## config.mk

```make
export PLATFORM = sky130hd
export DESIGN_NAME = muldiv_unit
export DESIGN_NICKNAME = d
export VERILOG_FILES = /design/src/rtl/muldiv_unit.sv
export SDC_FILE = /design/constraint.sdc
export NUM_CORES = 1
export LEC_CHECK = 0
export BUFFER_PORTS_ARGS = -buffer_cell sky130_fd_sc_hd__buf_2
export CAP_MARGIN = 15
export CORE_UTILIZATION = 62
export CTS_BUF_LIST = sky130_fd_sc_hd__clkbuf_4 sky130_fd_sc_hd__clkbuf_8
export CTS_CLUSTER_DIAMETER = 80
export DETAILED_ROUTE_END_ITERATION = 8
export GPL_ROUTABILITY_DRIVEN = 1
export HOLD_SLACK_MARGIN = 0.12
export PLACE_DENSITY = 0.82
export SYNTH_ARGS = -nofsm -noshare
export SYNTH_HDL_FRONTEND = slang
export SYNTH_SLANG_ARGS = --single-unit
```

## constraint.sdc

```tcl
create_clock -name clk -period 4.9 [get_ports clk]
set_input_delay 0.98 -clock clk [delete_from_list [all_inputs] [get_ports clk]]
set_output_delay 0.98 -clock clk [all_outputs]
set_load 0.005 [all_outputs]
```

## src/rtl/muldiv_unit.sv

```systemverilog
// -----------------------------------------------------------------------------
// muldiv_unit
//
// Iterative multiply/divide unit that owns the HI/LO architectural registers.
// A request from ID/EX moves the FSM into a 32-cycle bit-serial loop. Multiply
// uses shift-add and divide uses restoring division, both on operand
// magnitudes. A single FIX cycle then applies the result signs and writes
// HI/LO. A divide by zero skips the loop entirely.
//
// Ports
//   clk             rising-edge clock
//   reset           synchronous, active-high reset
//   start           multiply/divide request held in ID/EX
//   op              00 MULT, 01 MULTU, 10 DIV, 11 DIVU
//   a, b            operands
//   flush           exception flush; aborts or refuses the operation
//   hi_we, lo_we    MTHI / MTLO write enables (honoured only when idle)
//   wdata           MTHI / MTLO write data
//   hi, lo          HI and LO architectural registers
//   stall           combinational; freezes PC, IF/ID and ID/EX
//   done            registered one-cycle pulse when HI/LO were just updated
//   div0            registered divide-by-zero flag, valid while done=1
// -----------------------------------------------------------------------------
module muldiv_unit (
  input  logic        clk,
  input  logic        reset,
  input  logic        start,
  input  logic [1:0]  op,
  input  logic [31:0] a,
  input  logic [31:0] b,
  input  logic        flush,
  input  logic        hi_we,
  input  logic        lo_we,
  input  logic [31:0] wdata,
  output logic [31:0] hi,
  output logic [31:0] lo,
  output logic        stall,
  output logic        done,
  output logic        div0
);

  typedef enum logic [1:0] {IDLE, CALC, FIX, DONE} state_t;

  state_t      state;
  logic [5:0]  count;

  // Datapath registers, loaded when a request is accepted.
  logic        op_div;     // 1 = divide, 0 = multiply
  logic        zero_div;   // divide by zero; results preloaded, no negation
  logic        neg_lo;     // negate product (multiply) or quotient (divide)
  logic        neg_hi;     // negate remainder (signed divide only)
  logic [31:0] opnd;       // multiplicand magnitude or divisor magnitude
  logic [31:0] acc_hi;     // product high half / partial remainder
  logic [31:0] acc_lo;     // multiplier bits then product low half / quotient

  // Request decode
  logic        is_signed;
  logic        is_div;
  logic        a_neg;
  logic        b_neg;
  logic [31:0] a_mag;
  logic [31:0] b_mag;
  logic        b_zero;
  logic        accept;

  // Iteration and fix-up results
  logic [32:0] mul_sum;
  logic [32:0] div_shift;
  logic [32:0] div_diff;
  logic [31:0] nxt_hi;
  logic [31:0] nxt_lo;
  logic [63:0] prod;
  logic [63:0] prod_fix;
  logic [31:0] res_hi;
  logic [31:0] res_lo;

  assign is_signed = ~op[0];
  assign is_div    = op[1];
  assign a_neg     = is_signed & a[31];
  assign b_neg     = is_signed & b[31];
  assign a_mag     = a_neg ? (~a + 32'd1) : a;
  assign b_mag     = b_neg ? (~b + 32'd1) : b;
  assign b_zero    = is_div & (b == 32'd0);
  assign accept    = (state == IDLE) & start & ~flush;

  assign stall = (state == CALC) | (state == FIX) | ((state == IDLE) & start & ~flush);

  always_comb begin
    // NOTE: every combinational output gets a default first so no path can
    // leave it unassigned and infer a latch.
    mul_sum   = 33'd0;
    div_shift = 33'd0;
    div_diff  = 33'd0;
    nxt_hi    = acc_hi;
    nxt_lo    = acc_lo;

    if (op_div) begin
      // Restoring step: shift the next dividend bit into the partial
      // remainder and keep the subtraction only if it did not borrow.
      div_shift = {acc_hi, acc_lo[31]};
      div_diff  = div_shift - {1'b0, opnd};
      nxt_hi    = div_diff[32] ? div_shift[31:0] : div_diff[31:0];
      nxt_lo    = {acc_lo[30:0], ~div_diff[32]};
    end else begin
      // Shift-add step: conditionally add the multiplicand to the high half,
      // then shift the 65-bit {carry, acc_hi, acc_lo} right by one.
      mul_sum = {1'b0, acc_hi} + (acc_lo[0] ? {1'b0, opnd} : 33'd0);
      nxt_hi  = mul_sum[32:1];
      nxt_lo  = {mul_sum[0], acc_lo[31:1]};
    end
  end

  always_comb begin
    prod     = {acc_hi, acc_lo};
    prod_fix = neg_lo ? (~prod + 64'd1) : prod;
    res_hi   = prod_fix[63:32];
    res_lo   = prod_fix[31:0];
    if (op_div) begin
      res_hi = neg_hi ? (~acc_hi + 32'd1) : acc_hi;
      res_lo = neg_lo ? (~acc_lo + 32'd1) : acc_lo;
    end
  end

  // Control FSM and architectural state.
  always_ff @(posedge clk) begin
    if (reset) begin
      state <= IDLE;
      count <= 6'd0;
      hi    <= 32'd0;
      lo    <= 32'd0;
      done  <= 1'b0;
      div0  <= 1'b0;
    end else begin
      done <= 1'b0;
      div0 <= 1'b0;
      case (state)
        IDLE: begin
          if (start) begin
            // A pending request outranks MTHI/MTLO; a flush refuses it.
            if (!flush) begin
              count <= 6'd0;
              state <= b_zero ? FIX : CALC;
            end
          end else begin
            if (hi_we) hi <= wdata;
            if (lo_we) lo <= wdata;
          end
        end
        CALC: begin
          if (flush) begin
            state <= IDLE;
          end else begin
            count <= count + 6'd1;
            if (count == 6'd31) state <= FIX;
          end
        end
        FIX: begin
          if (flush) begin
            state <= IDLE;
          end else begin
            hi    <= res_hi;
            lo    <= res_lo;
            done  <= 1'b1;
            div0  <= zero_div;
            state <= DONE;
          end
        end
        DONE: state <= IDLE;
        default: state <= IDLE;
      endcase
    end
  end

  // NOTE: the datapath registers carry no reset; they are always reloaded on
  // accept before being used, so their idle contents never matter.
  always_ff @(posedge clk) begin
    if (accept) begin
      op_div   <= is_div;
      zero_div <= b_zero;
      if (b_zero) begin
        // Divide by zero: HI=a, LO=all ones, passed through FIX unchanged.
        neg_lo <= 1'b0;
        neg_hi <= 1'b0;
        opnd   <= b_mag;
        acc_hi <= a;
        acc_lo <= 32'hFFFF_FFFF;
      end else if (is_div) begin
        neg_lo <= a_neg ^ b_neg;
        neg_hi <= a_neg;
        opnd   <= b_mag;
        acc_hi <= 32'd0;
        acc_lo <= a_mag;
      end else begin
        neg_lo <= a_neg ^ b_neg;
        neg_hi <= 1'b0;
        opnd   <= a_mag;
        acc_hi <= 32'd0;
        acc_lo <= b_mag;
      end
    end else if (state == CALC) begin
      acc_hi <= nxt_hi;
      acc_lo <= nxt_lo;
    end
  end

endmodule

```

==> flow_metrics.tcl <==
set metrics [dict create \
    whs_path_depth 1 \
    worst-path-stages 13 \
    crit_arrival_ps 4430 \
    critical_path.max_fanout 19 \
    finalSetupTns_ps 0 \
    crit_slowest_cell "edfxtp_1" \
    dr.pass1.iters 6 \
    fin_ws_ps 704.4 \
    setup_viol 0 \
    port_buffers 170 \
    final_max_slew_viol_count 0 \
    drt_iter0_drc 1895 \
    critPathLaunch "acc_lo[31]" \
    dpl_cell_area_um2 15750 \
    n_antenna_cell 0 \
    yosys.area.top_type "edfxtp_1" \
    start_util_pct 64.10 \
    wl_per_cell_um 22.18 \
    syn_area_um2 14690 \
    drc 0 \
    status "complete, no violations" \
    synth_area_per_cell_um2 8.115 \
    syn_inst 1810 \
    holdBufCountCts 0 \
    num_vias 14824 \
    critPathBufInv 2 \
    synth-seq-area-share_pct 30.53 \
    wl_met3_um 5894 \
    rr_startpoint "acc_lo[31]" \
    ys_async_sr_fraction_pct 0 \
    clkSinkCount 174 \
    synth_nets 1988 \
    drv_cap 0 \
    ys_ff_latch 174 \
    path_delay_family "compound AO/OA/AOI/OAI gates" \
    clk_pin_slew_ps 120 \
    power.density_nw_per_um2 685.1 \
    hold_path_class "register to register" \
    fin_crit_sh_pct 85.62 \
    grt_pass1_wl_um 74910 \
    grt_usage_pct 40.89 \
    min_period_ps 4196 \
    tightest_slew_ps 1142 \
    die_h_um 155.9 \
    area_growth_pct 10.23 \
    synth.most_common_cell "nor2_1" \
    numCtsBuffers 17 \
    rows 55 \
    path_cells "inv_1 -> ha_1 -> fa_1 -> nand2b_1 -> a21oi_1 -> o41a_1 -> a31o_2 -> a31oi_1 -> o221ai_1 -> xnor2_4 -> buf_4 -> o21ai_0 -> a221o_1" \
    reg2regPathDepth 13 \
    final_hold_viol_count 0 \
    postRouteAntennaNets 0 \
    dp_cells 2210 \
    drt-met1-wl_um 20440 \
    grt_overflow 0 \
    fin_area_um2 16190 \
    cts_resized 0 \
    synth_edf_count 100 \
    gp_congestion 1.016 \
    synth_area_leaders "edfxtp_1 20%, dfxtp_1 10%, nor2_1 6.6%, a21oi_1 6.5%, ha_1 6.1%" \
    pre_cts_slack_ps 781.4 \
    synthFlopType "edfxtp_1" \
    min_from "zero_div" \
    fin_cells 2242 \
    clockBufferDepth 2 \
    coreArea_um2 22920 \
    wl_um 49720 \
    drive_above_1_share_pct 13.48 \
    max_freq_ghz 0.2383 \
    dieArea_um2 24310 \
    highest_layer "met4" \
    via_per_inst 6.612 \
    dr_wl_met2_um 21260 \
    rsz0062_at_grt "no" \
    antenna_found_initial 0 \
    max_slew_margin_pct 23.70 \
    nNetsFinal 2094 \
    critical_path_required_ps 5140 \
    synth.distinct_cells 75 \
    grt_pass1_vias 12972 \
    fp.dieW_um 155.9 \
    synth.yosys.warnings 0 \
    root_buffer "clkbuf_8" \
    cp_slowest_stage_delay_ps 540 \
    fill_cells 1911 \
    synthTopCellsByCount "257 x nor2_1, 191 x a21oi_1, 117 x nand2_1, 115 x o21ai_0, 100 x edfxtp_1" \
    fin_skew_ps 18.63 \
    io_pins 171 \
    cts_tree "done" \
    grt_max_degree 98 \
    clk_latency_ps 500 \
    fin_util_pct 70.65 \
    synth_top_area_share_pct 20.44 \
    cts_max_level 4 \
    ir_drop_uv 397.1 \
    dp_hpwl_um 38370 \
    p_leak_nw 6.745 \
    crit_type "register to register" \
    post_cts_buffers 0 \
    cp-end-kind "register" \
    startpoint_type "register" \
]
layer usage:
layer	vias up	track usage (%)
met2	920	60.31
met4	0	17.74
met5	-	0
li1	6835	-
met1	6964	57.82
met3	105	8.167
cell type report:
class	count	area, µm²	share of cell area, %
Multi-Input combinational cell	1464	9595	59.27
Clock inverter	15	210.2	1.298
Tap cell	313	391.6	2.419
Sequential cell	174	4484	27.70
Timing Repair Buffer	194	1031	6.368
Clock buffer	17	234.0	1.445
Inverter	65	244.0	1.507
sequential cells by signal (all words and copies together) (netlist names), 2 cells and up:
signal and count:
lo 32, acc_lo 32, opnd 32, acc_hi 32, state 2, hi 32, count 6
logic make-up after synthesis:
kind of cell	Yosys count	synth area share, %
AOI/OAI and AO/OA	588	25.49
and+or+nand+nor	547	17.22
xor gates and xnor gates	183	10.96
DFF	174	30.53
buffers and inverters	172	4.430
adders and majority gates	74	6.406
muxes	72	4.966
cell usage in the layout, fill, tap and decap left out, types with 63 or more instances in the layout:
| cell type | Yosys | layout |
|---|---|---|
| inv_1 | 63 | 63 |
| nand2_1 | 117 | 117 |
| o21ai_0 | 115 | 114 |
| ha_1 | 72 | 71 |
| xnor2_1 | 92 | 92 |
| dfxtp_1 | 74 | 74 |
| xor2_1 | 90 | 90 |
| nor2_1 | 257 | 257 |
| buf_2 | 4 | 170 |
| a211oi_1 | 66 | 66 |
| edfxtp_1 | 100 | 100 |
| mux2i_1 | 65 | 65 |
| a21oi_1 | 191 | 191 |
path summary, 6_finish.rpt:
kind              slack, ps         end
setup reg to reg        700  acc_hi[22]
setup / recovery        700  acc_hi[22]
hold reg to reg         450        div0
hold / removal          450        div0
stage by stage:
| step | hold slack (ps) | power [mW] |
|---|---|---|
| floorplan | 420.3 | 7.762 |
| global placement | 427.9 | 9.597 |
| detailed placement | 426.3 | 9.728 |
| CTS | 449.9 | 10.87 |
| global route | 484.7 | 11.78 |
| finish | 449.3 | 11.09 |
report_power, final:
group	internal, mW	switching, mW
clock	0.446	0.673
sequential	2.34	0.843
combinational	2.71	4.08
No activity file was read; power rests on OpenSTA's default activity.
